`config.mk`:
```
export PLATFORM = sky130hd
export DESIGN_NAME = mem_port_arbiter
export DESIGN_NICKNAME = d
export VERILOG_FILES = /design/src/rtl/mem_port_arbiter.sv
export SDC_FILE = /design/constraint.sdc
export NUM_CORES = 1
export LEC_CHECK = 0
export CORE_MARGIN = 2
export CORE_UTILIZATION = 36
export CTS_CLUSTER_SIZE = 12
export DETAILED_ROUTE_END_ITERATION = 8
export PLACE_DENSITY = 0.81
export SYNTH_ARGS = -nofsm -noshare
export SYNTH_HDL_FRONTEND = slang
export SYNTH_SLANG_ARGS = --single-unit
```
`constraint.sdc`:
```
create_clock -name clk -period 3.3 [get_ports clk]
set_clock_uncertainty 0.15 [all_clocks]
set_input_delay 0.66 -clock clk [delete_from_list [all_inputs] [get_ports clk]]
set_output_delay 0.66 -clock clk [all_outputs]
set_load 0.02 [all_outputs]
```
`src/rtl/mem_port_arbiter.sv`:
```
// -----------------------------------------------------------------------------
// mem_port_arbiter
//
// Purpose:
//   Shares one single-port memory between three requesters: a CPU data port,
//   a CPU instruction-fetch port and a display port that reads fixed-length
//   bursts. In IDLE a single grant is chosen combinationally each cycle with
//   priority data > fetch > display. A display grant starts a burst of
//   BURST_LEN consecutive reads from a latched base address. The burst owns
//   the memory until its last beat, even if the display drops its request.
//   Read data returns one cycle after the grant and is flagged by the
//   winner's rvalid.
//
// Optional feature (compile-time macro ARB_STARVE_EN):
//   When defined, a 4-bit wait counter tracks how long the display has been
//   requesting in IDLE without a grant. Once it reaches STARVE_MAX the
//   display takes top priority. When undefined, the display is strictly
//   lowest priority and may starve.
//
// Ports:
//   clk, rst_n               clock, asynchronous active-low reset
//   d_req/d_we/d_addr/d_wdata  data port request (read or write)
//   d_gnt, d_rvalid          data grant, data read-return strobe
//   f_req/f_addr             fetch port read request
//   f_gnt, f_rvalid          fetch grant, fetch read-return strobe
//   v_req/v_addr             display burst request, burst base address
//   v_gnt, v_rvalid          display grant (every beat), beat read-return strobe
//   rdata                    read data (direct from mem_rdata)
//   cpu_stall                data or fetch port is requesting but not granted
//   mem_en/mem_we/mem_addr/mem_wdata  memory command for the current cycle
//   mem_rdata                memory read data, valid one cycle after a read
//   dbg_state                current FSM state (0 = IDLE, 1 = VBURST)
//
// Handshake: a requester holds req high; a request is accepted in any cycle
// in which its gnt is high (gnt is combinational in the same cycle). Each
// accepted read produces exactly one rvalid pulse, in the following cycle.
// Writes produce no rvalid.
// -----------------------------------------------------------------------------
module mem_port_arbiter #(
    parameter int ADDR_W     = 16,
    parameter int DATA_W     = 18,
    parameter int BURST_LEN  = 4,
    parameter int STARVE_MAX = 8
) (
    input  logic              clk,
    input  logic              rst_n,
    // data port
    input  logic              d_req,
    input  logic              d_we,
    input  logic [ADDR_W-1:0] d_addr,
    input  logic [DATA_W-1:0] d_wdata,
    output logic              d_gnt,
    output logic              d_rvalid,
    // fetch port
    input  logic              f_req,
    input  logic [ADDR_W-1:0] f_addr,
    output logic              f_gnt,
    output logic              f_rvalid,
    // display port
    input  logic              v_req,
    input  logic [ADDR_W-1:0] v_addr,
    output logic              v_gnt,
    output logic              v_rvalid,
    // shared outputs
    output logic [DATA_W-1:0] rdata,
    output logic              cpu_stall,
    // memory side
    output logic              mem_en,
    output logic              mem_we,
    output logic [ADDR_W-1:0] mem_addr,
    output logic [DATA_W-1:0] mem_wdata,
    input  logic [DATA_W-1:0] mem_rdata,
    // debug
    output logic [0:0]        dbg_state
);

    localparam logic [0:0] IDLE   = 1'b0;
    localparam logic [0:0] VBURST = 1'b1;

    // Beat 0 is issued from IDLE, so the counter holds the index of the beat
    // being issued while in VBURST.
    localparam logic [3:0] LAST_BEAT = 4'(BURST_LEN - 1);

    logic [0:0]        state;
    logic [3:0]        beat_cnt;
    logic [ADDR_W-1:0] v_base;

    // Internal (ungated) winners; these feed the flops. The port-level
    // grants are additionally forced low while reset is held.
    logic              d_win;
    logic              f_win;
    logic              v_win;
    logic              starve;

    logic              mem_en_c;
    logic              mem_we_c;
    logic [ADDR_W-1:0] mem_addr_c;
    logic [DATA_W-1:0] mem_wdata_c;

    logic              d_rv_q;
    logic              f_rv_q;
    logic              v_rv_q;

    // -------------------------------------------------------------------------
    // Display starvation guard
    // -------------------------------------------------------------------------
`ifdef ARB_STARVE_EN
    localparam logic [3:0] STARVE_LIM = 4'(STARVE_MAX);

    logic [3:0] starve_cnt;

    assign starve = (starve_cnt == STARVE_LIM);

    // Counts IDLE cycles in which the display waits. Every VBURST cycle is a
    // display grant, so the clear term also covers the whole burst.
    always_ff @(posedge clk or negedge rst_n) begin
        if (!rst_n) begin
            starve_cnt <= 4'd0;
        end else if (!v_req || v_win) begin
            starve_cnt <= 4'd0;
        end else if (state == IDLE && starve_cnt != STARVE_LIM) begin
            starve_cnt <= starve_cnt + 4'd1;
        end
    end
`else
    assign starve = 1'b0;
`endif

    // -------------------------------------------------------------------------
    // Arbitration
    // -------------------------------------------------------------------------
    always_comb begin
        d_win = 1'b0;
        f_win = 1'b0;
        v_win = 1'b0;
        if (state == VBURST) begin
            v_win = 1'b1;
        end else if (starve && v_req) begin
            v_win = 1'b1;
        end else if (d_req) begin
            d_win = 1'b1;
        end else if (f_req) begin
            f_win = 1'b1;
        end else if (v_req) begin
            v_win = 1'b1;
        end
    end

    // -------------------------------------------------------------------------
    // Memory command mux
    // -------------------------------------------------------------------------
    always_comb begin
        mem_en_c    = d_win | f_win | v_win;
        mem_we_c    = d_win & d_we;
        mem_addr_c  = '0;
        mem_wdata_c = '0;
        if (d_win) begin
            mem_addr_c  = d_addr;
            mem_wdata_c = d_wdata;
        end else if (f_win) begin
            mem_addr_c  = f_addr;
        end else if (v_win) begin
            // Beat 0 comes straight from the port; later beats use the
            // latched base so v_addr changes mid-burst are ignored. The add
            // wraps naturally at the top of the address space.
            if (state == IDLE) begin
                mem_addr_c = v_addr;
            end else begin
                mem_addr_c = v_base + ADDR_W'(beat_cnt);
            end
        end
    end

    // -------------------------------------------------------------------------
    // FSM, burst tracking and read-return strobes
    // -------------------------------------------------------------------------
    always_ff @(posedge clk or negedge rst_n) begin
        if (!rst_n) begin
            state    <= IDLE;
            beat_cnt <= 4'd0;
            v_base   <= '0;
        end else begin
            case (state)
                IDLE: begin
                    if (v_win) begin
                        state    <= VBURST;
                        beat_cnt <= 4'd1;
                        v_base   <= v_addr;
                    end
                end
                VBURST: begin
                    if (beat_cnt == LAST_BEAT) begin
                        state    <= IDLE;
                        beat_cnt <= 4'd0;
                    end else begin
                        beat_cnt <= beat_cnt + 4'd1;
                    end
                end
                default: begin
                    state    <= IDLE;
                    beat_cnt <= 4'd0;
                end
            endcase
        end
    end

    // Reset clears these, so beats issued before a reset never return a strobe.
    always_ff @(posedge clk or negedge rst_n) begin
        if (!rst_n) begin
            d_rv_q <= 1'b0;
            f_rv_q <= 1'b0;
            v_rv_q <= 1'b0;
        end else begin
            d_rv_q <= d_win & ~d_we;
            f_rv_q <= f_win;
            v_rv_q <= v_win;
        end
    end

    // -------------------------------------------------------------------------
    // Outputs. Combinational command outputs are forced to zero while reset
    // is held so that the whole memory-facing interface is quiet immediately.
    // -------------------------------------------------------------------------
    assign d_gnt     = d_win & rst_n;
    assign f_gnt     = f_win & rst_n;
    assign v_gnt     = v_win & rst_n;

    assign mem_en    = mem_en_c & rst_n;
    assign mem_we    = mem_we_c & rst_n;
    assign mem_addr  = rst_n ? mem_addr_c  : '0;
    assign mem_wdata = rst_n ? mem_wdata_c : '0;

    assign d_rvalid  = d_rv_q;
    assign f_rvalid  = f_rv_q;
    assign v_rvalid  = v_rv_q;

    assign rdata     = mem_rdata;
    assign cpu_stall = (d_req & ~d_gnt) | (f_req & ~f_gnt);
    assign dbg_state = state;

endmodule

```
==> summary.md <==
| Metric | Value |
|---|---|
| Top FF cell, synth | dfrtp_1 |
| CTS tree | done |
| Synth Instances | roughly 250 |
| Share of layout cells above drive strength 1 | 0.236 |
| Num CTS Buffers | 3 |
| Final hold slack | ~400 ps |
| CP max FO | 8 |
| Peak supply drop | 0.296 mV |
| DRT iter0 DRCs | between 150 and 200 |
| Fin. Hold Viols | 0 |
| Clk root buf | clkbuf_8 |
| Top cells by area, synth | dfrtp_1 27%, buf_4 6.5%, mux2_2 6.2%, and2_1 6.0%, o21ai_0 3.4% |
| TritonRoute pass-1 iters | 5 |
| RSZ-0062 raised after global routing | false |
| FMAX | between 300 and 400 MHz |
| Die Ht | roughly 82 µm |
| Largest net degree at the start of global routing | 21 |
| Slew headroom | 0.714 |
| Top-area cell type share of the netlist area | 0.273 |
| Commonest cells in the synthesized netlist | 24 x dfrtp_1, 21 x and2_1, 19 x buf_4 |
| Initial antenna violation count | 0 |
| CP Launch Type | input pin |
| Post-CTS Setup Repair Bufs | 0 |
| WP data arrival | 2440 ps |
| Synth area leader | dfrtp_1 |
| Max-Cap Viols | 0 |
| Final Total Pwr | approximately 0.0022 W |
| Hpwl dp | between 6 and 7 mm |
| Ports | around 150 |
| CTS sink cnt | 24 |
| Vias in the first global route | 2378 |
| Final Max Slew Viols | 0 |
| Port Buffer Count | 115 |
| FFs w/ async S/R, synth | 1.00 |
| DR WL/cell | 17.3 µm |
| Full die area | slightly below 7000 µm² |
| Clock Path Buffers | 2 |
| Sequential share of the synthesized area | 0.273 |
| Slowest cell on crit path | clkdlybuf4s50_1 |
| Final non-filler cell total | 460 |
| Post-Route WL | 7.98 mm |
| Inst Count DP | 456 |
| Number of synthesized flops with an enable pin | 0 |
| Die width | 82.1 µm |
| Post-synth cell types | 58 |
| Crit-path cells | clkdlybuf4s50_1 -> nor2b_2 -> buf_4 -> buf_4 -> a221o_1 -> o2111ai_1 -> nand3_1 -> dlygate4sd2_1 |
| Critical path buffer and inverter count | 4 |
| Mean Syn Cell Area | roughly 8.7 µm² |
| Synth warn | 0 |
| Setup TNS | 0 ps |
| Nets | between 400 and 500 |
| Critical path capture point type | output port |
| Crit Path Class | input pin to output port |
| Placement Rows | 28 |
| Mapped cell area | around 2200 µm² |
| Starting Density | 0.371 |
| Slowest cell delay on critical path | 550 ps |
| Worst-path clk slew | around 100 ps |
| RePlAce Congestion | about 0.93 |
| Synthesized Nets | between 300 and 400 |
| DRC violations left | 0 |
| CORE AREA | about 5900 µm² |
| Final Critical Period | 3250 ps |
| GRT Total Usage | 0.229 |
| Pwr dens | between 600 and 700 nW/µm² |
| Status | finished clean |
| Vias per std cell | ~5.6 |
| Leakage | between 1.5 and 2 nW |
| Clk_lat worst skew | between 200 and 300 ps |
| Detail Route Antenna Nets | 0 |
| Worst Max-Slew Pin Slew | between 400 and 500 ps |
| # setup viols final | 0 |
| Post-CTS Hold Buffers | 0 |
| Cell family with most CP delay | buffers and inverters |
| Gr ovfl total | 0 |
| CP most frequent cell | buf_4 |
| Worst EP required | between 2000 and 2500 ps |
| FF+latch count, synth | 24 |
| Worst hold path class | register to register |
| Via count | 2568 |
| Most numerous cell in the Yosys netlist | dfrtp_1 |
| P&R area growth vs syn | 64.5% |
| First-pass GRT wire length | roughly 12 mm |
| Final Cycle Share | 0.984 |
| Ant diodes | 0 |
| Htree depth | 1 |
[cells by family after synthesis]
logic type      count (synthesis)  share of synthesized area
mux                            12                     0.0615
simple gates                   85                      0.220
flops                          24                      0.273
buf+inv                        41                      0.124
fa+ha+maj                       6                     0.0376
compound gates                 82                      0.272
xor+xnor                        3                     0.0120
[registers in the layout (all words and copies together), names as in the netlist]
signal / flops
f_rvalid: 1
beat_cnt: 4
v_rvalid: 1
v_base: 16
dbg_state: 1
d_rvalid: 1
[power breakdown]
| part | leakage [nW] | internal, W | switching [W] |
|---|---|---|---|
| Combinational | 1.20 | 0.000648 | 0.000675 |
| Sequential | 0.294 | 0.000421 | 0.000160 |
| Clock | 0.0357 | 0.000162 | 0.000103 |
| Total | 1.53 | 0.00123 | 0.000939 |
[cell type report]
type | instances | area, µm²
fill | 496 | 2310
timing repair buffer | 161 | 1450
multi-input combinational | 188 | 1370
sequential | 24 | 601
tap | 75 | 93.8
clock buffer | 3 | 41.3
clock inverter | 1 | 30.0
inverter | 8 | 30.0
[per-stage QoR]
step | util | cell area [µm²] | worst slack [ps]
2_1_floorplan | - | 2200 | 273
3_3_place_gp | 0.599 | 3550 | -300
3_5_place_dp | 0.599 | 3550 | -315
4_1_cts | 0.611 | 3620 | 1.96
5_1_grt | 0.611 | 3610 | 8.85
6_report | 0.611 | 3610 | 53.8
[final timing paths]
| check | start | to | slack, ps | cells after the start |
|---|---|---|---|---|
| min in group asynchronous | rst_n | v_base[9] | 450 | 2 |
| min reg2reg | v_base[0] | v_base[0] | 400 | 1 |
| max in group asynchronous | rst_n | v_base[8] | 2250 | 2 |
| max reg2reg | dbg_state | v_base[6] | 1410 | 5 |
| max | f_req | mem_addr[5] | 50 | 8 |
| min | v_base[0] | v_base[0] | 400 | 1 |
[placed cells by master, fill, tap and decap left out, drive strengths merged, types with 3 or more instances in the layout]
cell type and instances:
clkdlybuf4s50 94, buf 50, a31oi 3, dfrtp 24, o211ai 3, mux2 12, clkdlybuf4s15 4, a21oi 15
nand4 6, nand2b 3, nand3 9, a21o 4, a211oi 3, a221o 7, and2 21, nor2 15
nand2 15, o21ai 15, o2111ai 3, clkbuf 8, nor4 3, a221oi 4, inv 6, dlygate4sd2 7
o31a 4, ha 5
[metal layers]
layer  part of all wire  vias to the layer above  GRT usage  wire (µm)
met2               0.47                      134      0.347       3710
met1               0.44                     1212      0.343       3550
li1                   -                     1205          -          -
met5                  0                        -          0          0
met4              0.013                        0     0.0583        101
met3              0.077                       17     0.0283        615
[timing repair]
item                                   in CTS  in global routing
cloned                                      0                  0
resized for setup                          37                 27
endpoints found under the hold margin       0                  0
pin swaps                                   0                  0
setup endpoints to repair                  38                 17
Power figures use the tool's default switching activity.
